**src/rtl/dds_sweep_ctrl_pkg.sv**
```systemverilog
// Shared definitions for the DDS sweep controller: state encoding and default widths.
package dds_sweep_ctrl_pkg;

    localparam int ADDRESS_WIDTH_DEF = 8;
    localparam int DWELL_WIDTH_DEF   = 16;
    localparam int INITIAL_STEP_DEF  = 1;

    typedef enum logic [2:0] {
        ST_IDLE      = 3'd0,
        ST_LOAD      = 3'd1,
        ST_DWELL     = 3'd2,
        ST_WAIT_ZERO = 3'd3,
        ST_DONE      = 3'd4
    } sweep_state_e;

endpackage

```
**src/rtl/dds_dwell_timer.sv**
```systemverilog
// Loadable dwell down-counter; last is high while the count equals 1.
module dds_dwell_timer #(
    parameter int WIDTH = 16
) (
    input  logic             clk,
    input  logic             rst_n,
    input  logic             clr,
    input  logic             load,
    input  logic [WIDTH-1:0] load_val,
    input  logic             dec,
    output logic             last
);

    logic [WIDTH-1:0] count_q, count_d;

    always_comb begin
        count_d = count_q;
        if (clr) begin
            count_d = '0;
        end else if (load) begin
            count_d = load_val;
        end else if (dec && (count_q != '0)) begin
            count_d = count_q - WIDTH'(1);
        end
    end

    always_ff @(posedge clk or negedge rst_n) begin
        if (!rst_n) begin
            count_q <= '0;
        end else begin
            count_q <= count_d;
        end
    end

    assign last = (count_q == WIDTH'(1));

endmodule

```
**src/rtl/dds_sweep_ctrl.sv**
```systemverilog
// Linear frequency-sweep sequencer driving a DDS step_in/SET pair.
// Define DDS_SWEEP_ZERO_SYNC_EN to hold each step change until the DDS reports phase zero.
module dds_sweep_ctrl
    import dds_sweep_ctrl_pkg::*;
#(
    parameter int ADDRESS_WIDTH = ADDRESS_WIDTH_DEF,
    parameter int DWELL_WIDTH   = DWELL_WIDTH_DEF,
    parameter int INITIAL_STEP  = INITIAL_STEP_DEF
) (
    input  logic                     CLK,
    input  logic                     RESET,
    input  logic                     start,
    input  logic                     abort,
    input  logic [ADDRESS_WIDTH-1:0] start_step,
    input  logic [ADDRESS_WIDTH-1:0] stop_step,
    input  logic [ADDRESS_WIDTH-1:0] step_inc,
    input  logic [DWELL_WIDTH-1:0]   dwell_cycles,
    input  logic                     zero_address,
    output logic                     SET,
    output logic [ADDRESS_WIDTH-1:0] step_out,
    output logic                     busy,
    output logic                     done,
    output logic [2:0]               state_dbg
);

    sweep_state_e state_q, state_d;
    logic [ADDRESS_WIDTH-1:0] cur_q, cur_d;
    logic [ADDRESS_WIDTH-1:0] out_q, out_d;
    logic [ADDRESS_WIDTH-1:0] stop_q, stop_d;
    logic [ADDRESS_WIDTH-1:0] inc_q, inc_d;
    logic [DWELL_WIDTH-1:0]   dwell_q, dwell_d;
    logic [ADDRESS_WIDTH:0]   nxt;
    logic                     end_sweep;
    logic                     timer_clr, timer_load, timer_dec, timer_last;
    logic [DWELL_WIDTH-1:0]   dwell_load;

`ifndef DDS_SWEEP_ZERO_SYNC_EN
    logic unused_zero_address;
    assign unused_zero_address = zero_address;
`endif

    // One extra bit so a wrap past the top of the step range ends the sweep.
    assign nxt        = {1'b0, cur_q} + {1'b0, inc_q};
    assign end_sweep  = (inc_q == '0) || nxt[ADDRESS_WIDTH] || (nxt[ADDRESS_WIDTH-1:0] > stop_q);
    assign dwell_load = (dwell_q == '0) ? DWELL_WIDTH'(1) : dwell_q;

    always_comb begin
        state_d    = state_q;
        cur_d      = cur_q;
        out_d      = out_q;
        stop_d     = stop_q;
        inc_d      = inc_q;
        dwell_d    = dwell_q;
        timer_clr  = 1'b0;
        timer_load = 1'b0;
        timer_dec  = 1'b0;
        if (abort && (state_q != ST_IDLE)) begin
            state_d   = ST_IDLE;
            timer_clr = 1'b1;
        end else begin
            case (state_q)
                ST_IDLE: begin
                    if (start && !abort) begin
                        cur_d   = start_step;
                        out_d   = start_step;
                        stop_d  = stop_step;
                        inc_d   = step_inc;
                        dwell_d = dwell_cycles;
                        state_d = ST_LOAD;
                    end
                end
                ST_LOAD: begin
                    timer_load = 1'b1;
                    state_d    = ST_DWELL;
                end
                ST_DWELL: begin
                    timer_dec = 1'b1;
                    if (timer_last) begin
                        if (end_sweep) begin
                            state_d = ST_DONE;
                        end else begin
                            cur_d = nxt[ADDRESS_WIDTH-1:0];
`ifdef DDS_SWEEP_ZERO_SYNC_EN
                            state_d = ST_WAIT_ZERO;
`else
                            out_d   = nxt[ADDRESS_WIDTH-1:0];
                            state_d = ST_LOAD;
`endif
                        end
                    end
                end
`ifdef DDS_SWEEP_ZERO_SYNC_EN
                ST_WAIT_ZERO: begin
                    if (zero_address) begin
                        out_d   = cur_q;
                        state_d = ST_LOAD;
                    end
                end
`endif
                ST_DONE: state_d = ST_IDLE;
                default: state_d = ST_IDLE;
            endcase
        end
    end

    always_ff @(posedge CLK or negedge RESET) begin
        if (!RESET) begin
            state_q <= ST_IDLE;
            cur_q   <= '0;
            out_q   <= ADDRESS_WIDTH'(INITIAL_STEP);
            stop_q  <= '0;
            inc_q   <= '0;
            dwell_q <= '0;
        end else begin
            state_q <= state_d;
            cur_q   <= cur_d;
            out_q   <= out_d;
            stop_q  <= stop_d;
            inc_q   <= inc_d;
            dwell_q <= dwell_d;
        end
    end

    dds_dwell_timer #(
        .WIDTH(DWELL_WIDTH)
    ) u_dwell_timer (
        .clk      (CLK),
        .rst_n    (RESET),
        .clr      (timer_clr),
        .load     (timer_load),
        .load_val (dwell_load),
        .dec      (timer_dec),
        .last     (timer_last)
    );

    assign SET       = (state_q == ST_LOAD);
    assign step_out  = out_q;
    assign busy      = (state_q != ST_IDLE);
    assign done      = (state_q == ST_DONE);
    assign state_dbg = state_q;

endmodule

```
**config.mk**
```make
export PLATFORM = sky130hd
export DESIGN_NAME = dds_sweep_ctrl
export DESIGN_NICKNAME = d
export VERILOG_FILES = /design/src/rtl/dds_sweep_ctrl_pkg.sv /design/src/rtl/dds_dwell_timer.sv /design/src/rtl/dds_sweep_ctrl.sv
export SDC_FILE = /design/constraint.sdc
export NUM_CORES = 1
export LEC_CHECK = 0
export BUFFER_PORTS_ARGS = -buffer_cell sky130_fd_sc_hd__buf_2
export CAP_MARGIN = 5
export CORE_MARGIN = 3
export CORE_UTILIZATION = 56
export DETAILED_ROUTE_END_ITERATION = 10
export HOLD_SLACK_MARGIN = 0.08
export PLACE_DENSITY = 0.8
export REMOVE_ABC_BUFFERS = 1
export SLEW_MARGIN = 20
export SYNTH_ARGS = -nofsm -noshare
export SYNTH_HDL_FRONTEND = slang
export SYNTH_SLANG_ARGS = --single-unit
```
**constraint.sdc**
```tcl
create_clock -name CLK -period 3.5 [get_ports CLK]
set_input_delay 0.35 -clock CLK [delete_from_list [all_inputs] [get_ports CLK]]
set_output_delay 0.35 -clock CLK [all_outputs]
set_load 0.02 [all_outputs]
```
==> metrics.md <==
| Metric | Value |
|---|---|
| Area leader, netlist | `dfrtp_1` |
| Max Slew Vio Count | `0` |
| Fin. Hold Viols | `0` |
| RSZ-0062 raised after global routing | `no` |
| Gp weighted congestion | `~0.89` |
| Slew of the pin with the lowest slew margin | `roughly 1000 ps` |
| Max Freq | `just over 300 MHz` |
| Critical Path AT | `between 3000 and 4000 ps` |
| Number of CTS-inserted buffers | `9` |
| Max-cap violations | `0` |
| Main flop type after synthesis | `dfrtp_1` |
| Clk_skew | `11.9 ps` |
| Sw Pwr | `1960 uW` |
| CTS max path bufs | `2` |
| Via count | `2,777` |
| DP HPWL | `between 5000 and 6000 um` |
| Synth Area per Inst | `about 10 um^2` |
| Top cells by area, synth | `dfrtp_1, mux2_2, ha_1` |
| Post-layout min period | `3230 ps` |
| Worst Hold Class | `in -> async` |
| Crit path buf inv count | `0` |
| Pwr dens | `roughly 1100 nW/um^2` |
| FP Rows | `27` |
| Area of the core | `between 5000 and 6000 um^2` |
| H-tree depth | `3` |
| Vias/cell | `roughly 6.1` |
| Syn Inst Count | `between 300 and 400` |
| Vias in the first global route | `2,643` |
| Die Width | `around 84 um` |
| Maximum fanout along the worst path | `8` |
| Final net count | `around 450` |
| Initial antenna violation count | `0` |
| Startpoint types | `register` |
| Delay-heaviest family, CP | `adder cells` |
| Seq/Total Area, Yosys | `0.438` |
| Finished Cell Area | `3940 um^2` |
| Commonest non-fill, non-tap cell in the layout | `dfrtp_1` |
| DR pass1 iterations | `5` |
| Starting Density | `0.600` |
| GR Util met3 | `0.0412` |
| Post-synth EDFFs | `0` |
| Diode count | `0` |
| DIE HEIGHT | `roughly 84 um` |
| First-pass GRT wire length | `~13,000 um` |
| Root buf cell | `clkbuf_8` |
| Synthesis-to-layout area growth | `15.0%` |
| Remaining antenna violation count | `0` |
| Max-slew headroom | `0.302` |
| Skew-Pair Late Insertion Delay | `around 350 ps` |
| GRT overflow | `0` |
| Iteration-0 DRC Markers | `between 200 and 300` |
| Warnings from Yosys | `0` |
| Most frequent cells in the layout | `dfrtp_1, buf_2, mux2_2` |
| Setup TNS | `0 ps` |
| VDD IR max | `about 600 uV` |
| Worst-path clk slew | `approximately 70 ps` |
| IO Pins | `59` |
| Status | `completed` |
| Mapped Area | `between 3000 and 4000 um^2` |
| Pwr Total | `between 4000 and 5000 uW` |
| Worst-path cell chain | `ha_1 > fa_1 > a211oi_2 > o21bai_1 > a21oi_1 > xnor2_1 > ha_1 > nand4_1 > nand2b_1 > a21o_1 > nand4_1 > a21o_4 > mux2_4` |
| Leakage | `approximately 0.0019 uW` |
| Met2 GRT Util | `0.352` |
| Crit path depth | `13` |
| CTS tree | `done` |
| CP max-delay cell | `fa_1` |
| Library cells used by synthesis | `52` |
| CTS sink count | `60` |
| IO Port Bufs | `57` |
| Internal power | `2500 uW` |
| CP endpoint kind | `register` |
| Global-route usage over all layers | `0.235` |
| Logic pwr share | `0.554` |
| R2R cell count | `13` |
| #FFs+latches synth | `60` |
| Worst path required time | `3730 ps` |
| Crit-path max cell delay | `approximately 430 ps` |
| DR DRC count | `0` |
| WL final | `7830 um` |
| # setup viols final | `0` |
| Share of the synthesized area in the top cell type | `0.431` |
| Gr busiest metal | `met2` |
| Crit share post-route | `0.922` |
| Die area | `between 7000 and 8000 um^2` |
| Placed inst area | `~3700 um^2` |
| Critical setup path kind | `reg -> reg` |
| GR Layer Usage met1 | `0.336` |
| Sw Ratio | `0.439` |
| Async S/R FF share, synth | `1.00` |
| Share of layout cells above drive strength 1 | `0.321` |
| Core Util, Final | `0.691` |
| WL per Instance | `between 15 and 20 um` |
| Largest net degree at the start of global routing | `38` |
| Flop pwr share | `0.302` |
| Clk network pwr share | `0.144` |
[logic make-up after synthesis]
logic type | Yosys count | share of synthesized area
mux | 45 | 0.148
fa+ha+maj | 19 | 0.0716
simple gates | 87 | 0.131
flops | 60 | 0.438
buf+inv | 36 | 0.0500
compound gates | 73 | 0.141
xor+xnor | 8 | 0.0204
[power by group through the flow]
stage          Combinational [uW]  Sequential, uW  Clock [uW]
5_1_grt                      2750            1400         684
6_report                     2470            1350         643
3_5_place_dp                 2410            1350           0
4_1_cts                      2440            1340         646
3_3_place_gp                 2310            1330           0
2_1_floorplan                1790            1320           0
[sequential cells by signal, summed over array words and instances (netlist names)]
signal / count
dwell_q: 16
u_dwell_timer.count_q: 16
cur_q: 8
inc_q: 8
stop_q: 8
state_dbg: 3
step_out: 1
[worst register-to-register path, cell delays in order, from the launching register on]
cell	delay [ps]
dfrtp_1	380
ha_1	240
fa_1	430
a211oi_2	240
o21bai_1	100
a21oi_1	180
xnor2_1	170
ha_1	290
nand4_1	120
nand2b_1	120
a21o_1	90
nand4_1	140
a21o_4	310
mux2_4	310
[synthesized netlist by cell type (5+ instances only)]
library cell,n
inv_1,16
o21ai_0,16
ha_1,18
o311ai_0,5
nand2_1,21
buf_4,7
a22oi_1,5
a21oi_1,16
clkbuf_1,10
nor2_1,25
nor4_1,9
dfrtp_1,59
o211ai_1,5
mux2i_1,8
mux2_2,34
[layer usage]
metal	part of all wire	vias up
li1	-	1301
met1	0.46	1354
met2	0.46	112
met3	0.062	10
met4	0.018	0
met5	0	-
[final timing paths]
kind / start / endpoint / slack (ps)
worst min-delay path: RESET / inc_q[3]$_DFFE_PN0P_ / 100
max in group asynchronous: RESET / u_dwell_timer.count_q[8]$_DFFE_PN0P_ / 2570
worst max register to register: cur_q[0]$_DFFE_PN0P_ / cur_q[7]$_DFFE_PN0P_ / 270
worst max-delay path: cur_q[0]$_DFFE_PN0P_ / cur_q[7]$_DFFE_PN0P_ / 270
worst min register to register: step_out[0]$_DFFE_PN1P_ / step_out[0]$_DFFE_PN1P_ / 470
min in group CLK: step_inc[3] / inc_q[3]$_DFFE_PN0P_ / 230
[per-stage QoR]
step                      setup WS [ps]  std cells  hold slack [ps]
final                               274        458             95.8
after global routing               73.8        458              171
after CTS                           118        458              123
after detailed placement           6.31        442              463
after global placement              151        442              462
after floorplan                     297        308             54.4
[area by class of cell]
cell class	instances	area [um^2]
multi-input combinational	232	1770
clock inverter	5	50.0
inverter	16	60.1
clock buffer	11	151
tap	72	90.1
timing repair buffer	62	323
fill	449	1770
sequential	60	1500
[what timing repair did]
item,4_1_cts,5_1_grt
buffers inserted,0,0
endpoints found under the setup margin,1,6
hold buffers,0,0
hold endpoints to repair,0,0
gates resized for setup,1,2
cloned,0,0
(Power assumes the default switching activity.)
